<file path="src/rtl/alu_seq.sv">
// ---------------------------------------------------------------------------
// alu_seq : clocked, parametrised ALU with a start/busy/done handshake.
//
// It executes the four single-step ops (FWD, ADD, AND, OR), plus iterative
// shift-left-logical, shift-right-arithmetic and shift-add multiply. The
// control unit raises start for one cycle and stalls while busy is high.
// result, zero and error change only on the edge that raises done.
//
// Parameters
//   WIDTH  : operand/result width, a power of two and at least 2
//
// Ports
//   clk     in   rising-edge clock
//   reset   in   synchronous, active-high; aborts any op in flight
//   start   in   request; data1/data2/select are sampled while idle
//   data1   in   operand 1 (value to shift, multiplicand)
//   data2   in   operand 2, or the shift amount in its low SHW bits
//   select  in   opcode
//   result  out  registered result
//   zero    out  registered, high when result is zero
//   busy    out  high while an op is executing
//   done    out  one-cycle pulse on the cycle the result is updated
//   error   out  registered, high when the last op used the reserved code
// ---------------------------------------------------------------------------
module alu_seq #(
    parameter int WIDTH = 8
) (
    input  logic             clk,
    input  logic             reset,
    input  logic             start,
    input  logic [WIDTH-1:0] data1,
    input  logic [WIDTH-1:0] data2,
    input  logic [2:0]       select,
    output logic [WIDTH-1:0] result,
    output logic             zero,
    output logic             busy,
    output logic             done,
    output logic             error
);

    localparam int SHW = $clog2(WIDTH);
    localparam int CW  = SHW + 1;

    localparam logic [2:0] OP_FWD = 3'b000;
    localparam logic [2:0] OP_ADD = 3'b001;
    localparam logic [2:0] OP_AND = 3'b010;
    localparam logic [2:0] OP_OR  = 3'b011;
    localparam logic [2:0] OP_SLL = 3'b100;
    localparam logic [2:0] OP_SRA = 3'b101;
    localparam logic [2:0] OP_MUL = 3'b110;

    typedef enum logic [0:0] {
        IDLE = 1'b0,
        EXEC = 1'b1
    } stateT;

    stateT            state, stateNext;
    logic [CW-1:0]    cnt, cntNext;
    logic [2:0]       opReg, opNext;
    logic [WIDTH-1:0] aReg, aNext;
    logic [WIDTH-1:0] bReg, bNext;
    logic [WIDTH-1:0] accReg, accNext;
    logic [WIDTH-1:0] resultNext;
    logic             zeroNext, errorNext, doneNext;
    logic [WIDTH-1:0] stepVal;
    logic [WIDTH-1:0] finalVal;
    logic [CW-1:0]    startLat;

    // One iteration of the iterative units. A shift by zero still spends
    // one cycle in EXEC, so the step is suppressed when the latched amount
    // is zero and the accumulator keeps the unshifted operand. The multiply
    // adds the shifted multiplicand whenever the current multiplier LSB is 1.
    always_comb begin
        stepVal = accReg;
        case (opReg)
            OP_SLL: begin
                if (bReg[SHW-1:0] != '0) begin
                    stepVal = accReg << 1;
                end
            end
            OP_SRA: begin
                if (bReg[SHW-1:0] != '0) begin
                    stepVal = {accReg[WIDTH-1], accReg[WIDTH-1:1]};
                end
            end
            OP_MUL: begin
                if (bReg[0]) begin
                    stepVal = accReg + aReg;
                end
            end
            default: begin
                stepVal = accReg;
            end
        endcase
    end

    // The value written to result on the finishing edge. The iterative ops
    // take the accumulator after its last step; the reserved code yields 0.
    always_comb begin
        finalVal = '0;
        case (opReg)
            OP_FWD:                 finalVal = bReg;
            OP_ADD:                 finalVal = aReg + bReg;
            OP_AND:                 finalVal = aReg & bReg;
            OP_OR:                  finalVal = aReg | bReg;
            OP_SLL, OP_SRA, OP_MUL: finalVal = stepVal;
            default:                finalVal = '0;
        endcase
    end

    // Cycle count for a newly requested op. ADD takes two cycles, the
    // multiply one per multiplier bit, a shift one per bit position moved
    // (a shift by zero still takes one), and everything else a single cycle.
    always_comb begin
        startLat = CW'(1);
        case (select)
            OP_ADD: startLat = CW'(2);
            OP_SLL, OP_SRA: begin
                if (data2[SHW-1:0] != '0) begin
                    startLat = {1'b0, data2[SHW-1:0]};
                end
            end
            OP_MUL: startLat = CW'(WIDTH);
            default: startLat = CW'(1);
        endcase
    end

    // Next-state and output logic. In IDLE a start latches the operands and
    // loads the counter. In EXEC the counter steps down once per cycle, and
    // the cycle where it holds 1 is the last: that edge returns to IDLE and
    // publishes result/zero/error together with the done pulse.
    always_comb begin
        stateNext  = state;
        cntNext    = cnt;
        opNext     = opReg;
        aNext      = aReg;
        bNext      = bReg;
        accNext    = accReg;
        resultNext = result;
        zeroNext   = zero;
        errorNext  = error;
        doneNext   = 1'b0;
        busy       = (state == EXEC);
        case (state)
            IDLE: begin
                if (start) begin
                    stateNext = EXEC;
                    opNext    = select;
                    aNext     = data1;
                    bNext     = data2;
                    accNext   = (select == OP_MUL) ? '0 : data1;
                    cntNext   = startLat;
                end
            end
            EXEC: begin
                accNext = stepVal;
                if (opReg == OP_MUL) begin
                    aNext = aReg << 1;
                    bNext = bReg >> 1;
                end
                cntNext = cnt - CW'(1);
                if (cnt == CW'(1)) begin
                    stateNext  = IDLE;
                    resultNext = finalVal;
                    zeroNext   = (finalVal == '0);
                    errorNext  = (opReg == 3'b111);
                    doneNext   = 1'b1;
                end
            end
            default: begin
                stateNext = IDLE;
            end
        endcase
    end

    // State and datapath registers. Reset wins over everything else and
    // throws away an op in flight without pulsing done.
    always_ff @(posedge clk) begin
        if (reset) begin
            state  <= IDLE;
            cnt    <= '0;
            opReg  <= '0;
            aReg   <= '0;
            bReg   <= '0;
            accReg <= '0;
            result <= '0;
            zero   <= 1'b1;
            error  <= 1'b0;
            done   <= 1'b0;
        end else begin
            state  <= stateNext;
            cnt    <= cntNext;
            opReg  <= opNext;
            aReg   <= aNext;
            bReg   <= bNext;
            accReg <= accNext;
            result <= resultNext;
            zero   <= zeroNext;
            error  <= errorNext;
            done   <= doneNext;
        end
    end

endmodule

</file>
<file path="config.mk">
export PLATFORM = sky130hd
export DESIGN_NAME = alu_seq
export DESIGN_NICKNAME = d
export VERILOG_FILES = /design/src/rtl/alu_seq.sv
export SDC_FILE = /design/constraint.sdc
export NUM_CORES = 1
export LEC_CHECK = 0
export CAP_MARGIN = 20
export CORE_ASPECT_RATIO = 0.8
export CORE_MARGIN = 3
export CORE_UTILIZATION = 23
export DETAILED_ROUTE_END_ITERATION = 10
export HOLD_SLACK_MARGIN = 0.12
export SLEW_MARGIN = 0
export SYNTH_ARGS = -nofsm -noshare
export SYNTH_HDL_FRONTEND = slang
export SYNTH_SLANG_ARGS = --single-unit
</file>
<file path="constraint.sdc">
create_clock -name clk -period 4.28 [get_ports clk]
set_input_delay 0.642 -clock clk [delete_from_list [all_inputs] [get_ports clk]]
set_output_delay 0.642 -clock clk [all_outputs]
set_load 0.03 [all_outputs]
</file>
==> flow_summary.json <==
{
  "finalSetupTns_ns": 0,
  "die-area_um2": 16300,
  "num_rows": 39,
  "yosysUniqueCellTypes": 75,
  "rsz0062_at_grt": "no",
  "postCtsHoldBufs": 0,
  "r2r_cells": 8,
  "syn-num-nets": 463,
  "synth.most_common_cell": "nor2_1",
  "routedWlPerCell_um": 16.8,
  "antenna_found_initial": 0,
  "post-cts-setup-buffers": 0,
  "fin_hold_ws_ns": 0.462,
  "cts.sinks": 43,
  "diodes": 0,
  "cts-htree-levels": 2,
  "initial_core_util_pct": 23.7,
  "tightest_slew_ns": 0.925,
  "ys.flop_type": "dfxtp_1",
  "critPathKind": "reg2reg",
  "drive_above_1_share_pct": 6.90,
  "period_needed_ns": 3.29,
  "crit_path_start_kind": "register",
  "hpwl_mm": 7.74,
  "root_buffer": "clkbuf_16",
  "holdPathStages": 2,
  "grt_use_total_pct": 12.7,
  "first_pass_iters": 5,
  "arrival_ns": 3.53,
  "coreArea_um2": 14400,
  "port_buffers": 33,
  "io_pins": 34,
  "grt_start_max_net_pins": 38,
  "post-place-ws_ns": 0.989,
  "synth-edff-count": 0,
  "grt_pass1_vias": 3136,
  "grt_first_pass_wirelength_mm": 16.9,
  "ys_warn_count": 0,
  "fin_crit_sh_pct": 76.9,
  "cts_buffers": 5,
  "final_max_slew_viol_count": 0,
  "clk_latency_ns": 0.29,
  "postRouteAntennaNets": 0,
  "die_x_um": 142,
  "gr-total-overflow": 0,
  "ys_seq_elements": 43,
  "async_flop_share_pct": 0,
  "cts_resized": 0,
  "placed_area_um2": 3870,
  "maxCapViolCount": 0,
  "yosysSeqAreaShare_pct": 25.3,
  "fin_skew_ns": 0.00498,
  "layout.nets": 483,
  "clockBufferDepth": 2,
  "ys_top_cells_by_area": "dfxtp_1 25%, ha_1 9.2%, mux2i_1 7.1%",
  "via_per_inst": 5.28,
  "die_h_um": 115,
  "cts_tree": "built",
  "setup_viol": 0,
  "r2r_slack_ns": 0.99,
  "path_clk_slew_ns": 0.06,
  "hold_class": "reg2reg",
  "syn2layout_area_growth_pct": 17.7,
  "synthTopCellsByCount": "46 x nor2_1, 43 x dfxtp_1, 35 x inv_1",
  "drt_iter0_markers": 339,
  "cellPowerDensity_nw_per_um2": 312,
  "synth_top_area_cell": "dfxtp_1",
  "stdcell_area_um2": 4010,
  "slew_headroom_pct": 38.3,
  "place_inst": 611,
  "critical_path_required_ns": 4.52,
  "crit_fanout": 18,
  "endpoint_kind": "register",
  "drt_drc_violations_left": 0,
  "yosys.area.top_type_share_pct": 25.3,
  "peakVddDrop_v": 0.000161,
  "finalNonFillerCells": 619,
  "hold_viol_final": 0,
  "wl_mm": 10.4,
  "synth_cells": 414,
  "worst_slack_ns": 0.989,
  "fillers": 1532,
  "postSynthAreaPerCell_um2": 8.22,
  "synth_area_um2": 3400,
  "status": "finished, final reports clean",
  "num_vias": 3268,
  "place.gp.congestion": 0.925,
  "p_leak_nw": 1.49,
  "fmax_ghz": 0.304
}
## final timing paths
check                       startpoint                 end
setup / recovery  bReg[0]$_SDFFE_PP0P_   zero$_SDFFE_PP1P_
hold reg to reg     error$_SDFFE_PP0P_  error$_SDFFE_PP0P_
setup reg to reg  bReg[0]$_SDFFE_PP0P_   zero$_SDFFE_PP1P_
hold / removal      error$_SDFFE_PP0P_  error$_SDFFE_PP0P_
## worst max-delay path: stages (launching register included)
cell      delay, ns
dfxtp_1        0.77
ha_1           0.34
fa_1           0.42
mux4_1         0.52
a221oi_1       0.35
nand3_1        0.15
nor4b_2        0.31
and4_1         0.24
a31o_1         0.13
## area by class of cell
| cell class | count | area [um^2] | area share (%) |
|---|---|---|---|
| clock inverter | 2 | 12.5 | 0.312 |
| sequential | 43 | 861 | 21.5 |
| multi-input combinational | 310 | 2270 | 56.6 |
| clock buffer | 6 | 129 | 3.22 |
| timing repair buffer | 39 | 375 | 9.37 |
| inverter | 35 | 131 | 3.28 |
| tap | 184 | 230 | 5.74 |
## registers in the layout, summed over array words and instances (netlist names)
signal / cells
aReg: 8
accReg: 8
bReg: 8
result: 8
cnt: 4
opReg: 3
busy: 1
done: 1
error: 1
zero: 1
## power by group
part           internal, mW  switching, mW  total (mW)  leakage (nW)
Clock                 0.216          0.164       0.379        0.0669
Sequential            0.432         0.0587       0.491         0.353
Combinational         0.169          0.212       0.381          1.07
Total                 0.817          0.434        1.25          1.49
## routing by layer
| metal | global-route usage (%) | up-vias | routed length [um] | part of all wire (%) |
|---|---|---|---|---|
| met5 | 0 | - | 0 | 0 |
| met4 | 1.92 | 0 | 59 | 0.57 |
| met3 | 2.62 | 8 | 734 | 7.1 |
| met2 | 18.0 | 119 | 4170 | 40 |
| met1 | 20.0 | 1578 | 5410 | 52 |
| li1 | - | 1563 | - | - |
## kinds of logic (layout without fill, tap and decap cells)
logic type      Yosys count  in the layout  share of synthesized area, %
buf+inv                  61             82                          8.09
flops                    43             43                          25.3
compound gates          117            117                          24.8
fa+ha+maj                27             27                          10.4
simple gates            130            130                          19.5
mux                      29             29                          10.2
xor+xnor                  7              7                          1.80
## layout by cell type (no fill, tap or decap), drive strengths merged, types with 7 or more instances in the layout
| cell | instances |
|---|---|
| nor2 | 46 |
| a222oi | 7 |
| ha | 25 |
| a21oi | 18 |
| a21o | 7 |
| mux2i | 24 |
| a211oi | 26 |
| nor3 | 12 |
| dfxtp | 43 |
| inv | 35 |
| clkdlybuf4s50 | 33 |
| nand3 | 12 |
| nand2 | 24 |
| o21ai | 20 |
## metrics by stage
stage               utilization [%]  power, mW
global placement               26.9      0.869
floorplan                         -      0.759
CTS                            27.8       1.26
finish                         27.8       1.25
detailed placement             26.9      0.877
global route                   27.8       1.33
Note: power is estimated with default switching activity, not from simulation.
